**src/rtl/if_id_reg.sv**
```systemverilog
// IF/ID pipeline register: captures fetch PC/instruction, inserts bubbles on flush,
// holds on stall, and keeps saturating stall/flush event counters.
module if_id_reg #(
  parameter logic [31:0] NOP = 32'h0000_0013
) (
  input  logic        clk,
  input  logic        rst,
  input  logic        en,
  input  logic        clc,
  input  logic [31:0] PCF,
  input  logic [31:0] InstrF,
  output logic [31:0] PCD,
  output logic [31:0] PCPlus4D,
  output logic [31:0] InstrD,
  output logic        ValidD,
  output logic        MisalignD,
  output logic [15:0] StallCnt,
  output logic [15:0] FlushCnt
);

  logic misalign_f;
  assign misalign_f = (PCF[1:0] != 2'b00);

  always_ff @(posedge clk) begin
    if (rst) begin
      PCD       <= '0;
      PCPlus4D  <= '0;
      InstrD    <= NOP;
      ValidD    <= 1'b0;
      MisalignD <= 1'b0;
      StallCnt  <= '0;
      FlushCnt  <= '0;
    end else if (clc) begin
      PCD       <= '0;
      PCPlus4D  <= '0;
      InstrD    <= NOP;
      ValidD    <= 1'b0;
      MisalignD <= 1'b0;
      if (FlushCnt != '1)
        FlushCnt <= FlushCnt + 16'd1;
    end else if (en) begin
      // A misaligned fetch still advances the PC but carries a bubble instead of the word
      PCD       <= PCF;
      PCPlus4D  <= PCF + 32'd4;
      InstrD    <= misalign_f ? NOP : InstrF;
      ValidD    <= ~misalign_f;
      MisalignD <= misalign_f;
    end else if (ValidD && (StallCnt != '1)) begin
      StallCnt <= StallCnt + 16'd1;
    end
  end

endmodule

```
**config.mk**
```make
export PLATFORM = sky130hd
export DESIGN_NAME = if_id_reg
export DESIGN_NICKNAME = d
export VERILOG_FILES = /design/src/rtl/if_id_reg.sv
export SDC_FILE = /design/constraint.sdc
export NUM_CORES = 1
export LEC_CHECK = 0
export BUFFER_PORTS_ARGS = -buffer_cell sky130_fd_sc_hd__buf_2
export CAP_MARGIN = 25
export CORE_MARGIN = 2
export CORE_UTILIZATION = 40
export CTS_CLUSTER_SIZE = 12
export DETAILED_ROUTE_END_ITERATION = 10
export GPL_TIMING_DRIVEN = 0
export HOLD_SLACK_MARGIN = 0.03
export PLACE_DENSITY = 0.77
export REMOVE_ABC_BUFFERS = 1
export SLEW_MARGIN = 10
export SYNTH_ARGS = -nofsm -noshare
export SYNTH_HDL_FRONTEND = slang
export SYNTH_SLANG_ARGS = --single-unit
```
**constraint.sdc**
```tcl
create_clock -name clk -period 3.3 [get_ports clk]
set_input_delay 0.66 -clock clk [delete_from_list [all_inputs] [get_ports clk]]
set_output_delay 0.66 -clock clk [all_outputs]
set_load 0.01 [all_outputs]
```
==> results.md, run 1 <==
* Worst-Margin Slew at 808 ps
* Critical path's slowest cell: or4_1
* Fin cells at 1022
* WL final at 14900 microns
* DRC viols at 0
* Final nets at 900
* Gate count of the mapped netlist at 654
* Buf/Inv on CP at 1
* # IOs at 198
* CTS Hold Bufs at 0
* Async set-or-reset flop fraction in the synthesized netlist at 0%
* Syn avg cell area at 8.64 sq um
* DR vias at 5467
* Worst-path cell chain: buf_2 -> and4_1 -> nand4_1 -> or4_1 -> a31oi_1
* Diode count at 0
* 1st-iter DRT viols at 373
* Critical Path Sink: PCPlus4D[30]
* Tot GR Track Use at 19.6%
* Area Overhead vs Synth at 29.7%
* Worst IR drop on VDD at 0.000300 V
* Worst r2r src: FlushCnt[0]
* # clock sinks at 128
* CP endpoint kind: register
* Mux contribution to synthesized area at 7.30%
* Vias in the first global route at 4909
* # port buffers at 197
* CP Max Fanout at 12
* Synth unique cells at 44
* CP max stage delay at 630 ps
* Crit path kind: in2reg
* Post-Synth XOR/XNOR Area at 2.01%
* Maximum capacitance violations at 0
* CP startpoint: PCF[4]
* Largest family of logic cells by synthesized area: simple AND/OR/NAND/NOR gates
* Setup Buffers After CTS at 0
* Cell taking the most area after synthesis: dfxtp_1
* Compound-Gate Fraction of Synth Area at 15.1%
* Warning count from the yosys run at 0
* Initial antenna violation count at 0
* Starting Density at 40.9%
* FF+latch area at 2560 sq um
* Maximum number of pins on one net before global-route repair at 71
* Die ar. at 15100 sq um
* CP top delay family: simple AND/OR/NAND/NOR gates
* Reg-to-reg critical path endpoint: FlushCnt[1]
* Sequential area share after synthesis at 45.3%
* Flops & latches, synth at 128
* CTS max path bufs at 2
* Multi-input gate area at 2880 sq um
* Leading cell type in the layout, fill and taps excluded: buf_2
* Core footprint at 13800 sq um
* Global placement routability congestion at 0.777
* Class of the worst hold path: reg2reg
* Flop2flop setup slack at 1270 ps
* Initial DRT Pass Iterations at 5
* Leakage at 3.14 nW
* CTS tree: built
* Clk_lat worst skew at 400 ps
* Unrepaired setup endpoints after global routing: no
* Gr ovfl total at 0
* Resized cells post-CTS at 0
* Post-synthesis adder-cell area fraction at 0.664%
* Die width at 123 microns
* Drt wl/cell at 14.5 microns
* Synth top area share at 45.3%
* Levels on crit path at 5
* Fin crit share at 67.1%
* Post-Synth Simple-Gate Area at 25.7%
* TritonCTS buffer count at 17
* Pwr dens at 500 nW/um^2
* Most frequent cells in the layout: 197 x buf_2, 128 x dfxtp_1, 78 x nor2_1
* Final hold violation count at 0
* Fill cell count at 1299
* CTS root buf: clkbuf_16
* Final Max Tran Viols at 0
* Number of setup violations in the final report at 0
* Cell Rows at 43
* Total power at 3.67 mW
* Ratio of cells with drive above 1 in the final layout at 28.7%
* Via-per-instance ratio at 5.35
* CTS clk-pin slew, worst paths at 60 ps
* Relative slew slack at 45.6%
* Post-synth EDFFs at 0
* Synthesized cell area at 5650 sq um
* Worst reg2reg path depth at 5
* HPWL after DPL at 10500 microns
* First-pass GRT wire length at 23700 microns
* Startpoint Class: input port
* Die height at 123 microns
* Layout Skew at 2.72 ps
* H-Tree Depth at 4
* Status: complete, no violations
* Placed insts at 989
* Worst Path Required at 3630 ps
* Crit path DAT at 2540 ps
* Ys flop type: dfxtp_1
* Maximum clock rate at 452 MHz
* Period minus WS final at 2210 ps
* Top cells by area, synth: dfxtp_1 45%, mux2i_1 6.9%, a21oi_1 5.7%
* Post-route antenna net violation count at 0
per-layer routing:
layer | vias to the layer above | wire length (microns) | track usage (%)
met5 | - | 0 | 0
met1 | 2522 | 6520 | 24.1
met2 | 188 | 7030 | 32.3
met3 | 18 | 1090 | 6.41
li1 | 2739 | - | -
met4 | 0 | 211 | 6.68
cells by family after synthesis:
family | after synthesis
xor gates and xnor gates | 13
AOI/OAI and AO/OA | 143
muxes | 41
buffers and inverters | 53
adders and majority gates | 3
DFF | 128
and+or+nand+nor | 273
power breakdown:
group,total [mW],internal [mW],switching (mW)
logic,0.298,0.120,0.178
clock network,1.77,1.05,0.721
registers,1.60,1.58,0.0185
through the flow:
stage	hold WS [ps]	util, %	cell area [sq um]	setup WS [ps]	TNS (ps)
after floorplan	493	-	5460	1000	0
after global placement	457	48.2	6670	-605	-22680
after detailed placement	460	48.8	6750	718	0
after CTS	451	52.9	7320	1130	0
after global routing	464	53.0	7330	1000	0
final	468	53.0	7330	1090	0
state kept, by name, summed over array words and instances, names as in the netlist:
signal / flops
ValidD: 1
PCPlus4D: 30
PCD: 32
FlushCnt: 16
InstrD: 32
MisalignD: 1
StallCnt: 16
worst reg2reg max path, stage by stage (launching register included):
cell	delay [ps]
dfxtp_1	400
ha_1	230
nand3_1	170
o41ai_2	800
mux2i_1	260
nor2_1	50
synthesized netlist by cell type, drive strengths merged, types with 8 or more instances:
library cell and instances:
xor2 10, o21ai 29, clkbuf 30, buf 16, nand4 27, a21oi 64, or3 15, or4 12
dfxtp 128, nor4 8, nor3 10, nand3 25, a31oi 9, nand2 29, nor2b 31, a211oi 8
nor2 79, and4 11, o41ai 8, mux2i 39, o31ai 11, and3 8
worst min-delay path by stage:
stage	from	endpoint	slack (ps)	cells after the start
6_report	PCD[20]	PCD[20]	470	2
5_1_grt	InstrF[9]	InstrD[9]	460	3
4_1_cts	InstrF[13]	InstrD[13]	450	3
3_5_place_dp	PCD[20]	PCD[20]	460	2
3_3_place_gp	InstrD[4]	InstrD[4]	460	2
2_1_floorplan	PCD[20]	PCD[20]	490	2
final cells by class:
cell class                 count  share of cell area [%]
clock buffer                  18                    5.85
clock inverter                14                    1.84
inverter                       7                   0.358
multi-input combinational    473                    39.3
sequential                   128                    34.9
tap                          180                    3.07
timing repair buffer         202                    14.7
Power figures use the tool's default switching activity.
==> run 2: changes to the inputs <==
ABC_AREA = 1   (was default)
clock period = 2.1 ns   (was 3.3 ns; I/O delays follow)
==> run 2 against run 1 <==
Hold slack got worse by 250 ps. Largest cell class unchanged. Sequential power rose by 57%. Non-clock buffer count down 4.
==> results.md, run 2 <==
* TritonCTS buffer count at 17
* Number of setup violations in the final report at 0
* Warning count from the yosys run at 0
* Net Sw Power at 1.46 mW
* WL final at 16800 microns
* Global placement routability congestion at 0.857
* Synth top area share at 42.8%
* Most frequent cells in the layout: 320 x nand2_1, 196 x buf_2, 128 x dfxtp_1
* # IOs at 198
* Top cells by area, synth: dfxtp_1 43%, nand2_1 20%, a21oi_1 8.0%
* Post-synth top cells: 320 x nand2_1, 128 x dfxtp_1, 114 x nor2_1
* # clock sinks at 128
* Layout Skew at 3.58 ps
* Final Worst Setup Slack at 362 ps
* CP top delay family: buffers and inverters
* Flops & latches, synth at 128
* Startpoint Class: input port
* Fin crit share at 82.8%
* Maximum number of pins on one net before global-route repair at 85
* Flop pwr share at 40.3%
* HPWL after DPL at 11800 microns
* Sequential area share after synthesis at 42.8%
* Vias in the first global route at 5693
* Crit path DAT at 2050 ps
* CTS tree: built
* Final Instance Area at 7710 sq um
* Post-route antenna net violation count at 0
* Die ar. at 16000 sq um
* Gr ovfl total at 0
* Diode count at 0
* Clk_lat worst skew at 420 ps
* DR vias at 6286
* Post-Route Setup TNS at 0 ps
* Period minus WS final at 1740 ps
* Critical path's slowest cell: buf_6
* Gate count of the mapped netlist at 890
* Worst Path Required at 2410 ps
* Pwr dens at 810 nW/um^2
* Synthesized cell area at 5990 sq um
* Relative slew slack at 43.5%
* Hold Slack at 215 ps
* Die width at 126 microns
* Max layer used: met4
* First-pass GRT wire length at 27400 microns
* Buf/Inv on CP at 2
* Switching share of total power at 23.4%
* Unrepaired setup endpoints after global routing: no
* Met2 Wirelength at 7650 microns
* Combinational power share at 7.7%
* Final nets at 1139
* P_int at 4.79 mW
* Class of the worst hold path: in2reg
* Ratio of cells with drive above 1 in the final layout at 24.0%
* Ys flop type: dfxtp_1
* Post-synth EDFFs at 0
* Leakage at 3.47 nW
* CTS root buf: clkbuf_16
* Cell Rows at 44
* Final hold violation count at 0
* Cell taking the most area after synthesis: dfxtp_1
* Via-per-instance ratio at 4.97
* Crit path kind: in2reg
* Dpl ws at -478 ps
* Maximum capacitance violations at 0
* Drt wl/cell at 13.3 microns
* CTS clk-pin slew, worst paths at 60 ps
* DP Area at 7050 sq um
* Met1 WL at 7290 microns
* Initial DRT Pass Iterations at 6
* Async set-or-reset flop fraction in the synthesized netlist at 0%
* Die height at 126 microns
* DRC viols at 0
* Syn avg cell area at 6.73 sq um
* Largest regs: InstrD x32, PCD x32, PCPlus4D x30
* Leading cell type in the layout, fill and taps excluded: nand2_1
* H-Tree Depth at 4
* Tot GR Track Use at 21.0%
* Starting Density at 41.1%
* CTS max path bufs at 2
* Final Max Tran Viols at 0
* Core footprint at 14600 sq um
* # port buffers at 197
* Worst-path cell chain: buf_6 -> inv_4 -> nand2_1 -> nor2_2 -> o21ai_2 -> nand2_4 -> a21oi_1 -> nor2_1
* Status: complete, no violations
* Initial antenna violation count at 0
* CP Max Fanout at 84
* Synth unique cells at 33
* Maximum clock rate at 575 MHz
* Worst IR drop on VDD at 0.000690 V
* Fill cell count at 1452
* CP max stage delay at 450 ps
* Area Overhead vs Synth at 28.7%
* CP endpoint kind: register
* Wire length on met3 at 1400 microns
* Top-count cell post-synth: nand2_1
* 1st-iter DRT viols at 438
* Worst-Margin Slew at 848 ps
* Clock power share at 52.0%
-- run 2: changes by cell type after synthesis, moves of 16 or more --
cell / previous run / this run
a21oi_1: 64 / 96
inv_1: 7 / 42
nor2b_1: 31 / 0
o21ai_0: 29 / 13
mux2i_1: 39 / 0
nand3_1: 25 / 50
nor2_1: 79 / 114
nand2_1: 29 / 320
-- run 2: logic make-up (layout without fill, tap and decap cells) --
| logic type | after synthesis | in the layout | share of synthesized area (%) |
|---|---|---|---|
| fa+ha+maj | 3 | 3 | 0.627 |
| simple gates | 535 | 535 | 37.2 |
| buf+inv | 83 | 274 | 5.93 |
| flops | 128 | 128 | 42.8 |
| compound gates | 127 | 127 | 11.4 |
| xor+xnor | 14 | 14 | 2.05 |
-- run 2: cell type report --
| cell class | count | area, sq um | area share, % |
|---|---|---|---|
| clock buffers | 18 | 439 | 5.70 |
| inverters | 44 | 174 | 2.26 |
| multi-input cells | 679 | 3070 | 39.8 |
| well taps | 184 | 230 | 2.99 |
| flip-flops and latches | 128 | 2560 | 33.2 |
| repair buffers | 198 | 1020 | 13.2 |
| clock inverters | 14 | 214 | 2.77 |
-- run 2: what timing repair did --
item | in CTS | in global routing
pin swaps | 0 | 0
hold buffers | 0 | 0
gates cloned | 0 | 0
resized for setup | 1 | 1
setup buffers | 0 | 0
endpoints found under the setup margin | 8 | 17
-- run 2: path summary, 6_finish.rpt --
path                                   from           end  slack, ps  depth (start not counted)
worst max-delay path                     en  StallCnt[10]        360                          8
worst min-delay path              InstrF[0]     InstrD[0]        210                          3
worst max register to register  FlushCnt[0]  FlushCnt[13]        370                          8
worst min register to register      PCD[10]       PCD[10]        460                          2
-- run 2: power groups by stage --
stage / registers (mW) / clock network [mW] / logic [mW]
2_1_floorplan: 2.60 / 0 / 0.206
3_3_place_gp: 2.57 / 0 / 0.470
5_1_grt: 2.52 / 3.42 / 0.544
4_1_cts: 2.52 / 3.33 / 0.485
3_5_place_dp: 2.57 / 0 / 0.482
6_report: 2.52 / 3.25 / 0.482
-- run 2: metal layers --
metal  GRT usage, %  vias to the layer above
met5              0                        -
met2           33.0                      230
met4           7.69                        0
met1           26.7                     2800
li1               -                     3221
met3           7.30                       35
-- run 2: per-stage QoR --
step	instances	power (mW)	utilization (%)
4_1_cts	1265	6.33	52.8
3_5_place_dp	1233	3.05	48.3
6_report	1265	6.25	52.9
2_1_floorplan	851	2.80	-
5_1_grt	1265	6.49	52.9
3_3_place_gp	1232	3.04	48.1
-- run 2: worst min-delay path: cells and delay by family --
kind	cells	cell delay, ps
buffers and inverters	1	70
AOI/OAI and AO/OA	1	60
and+or+nand+nor	1	50
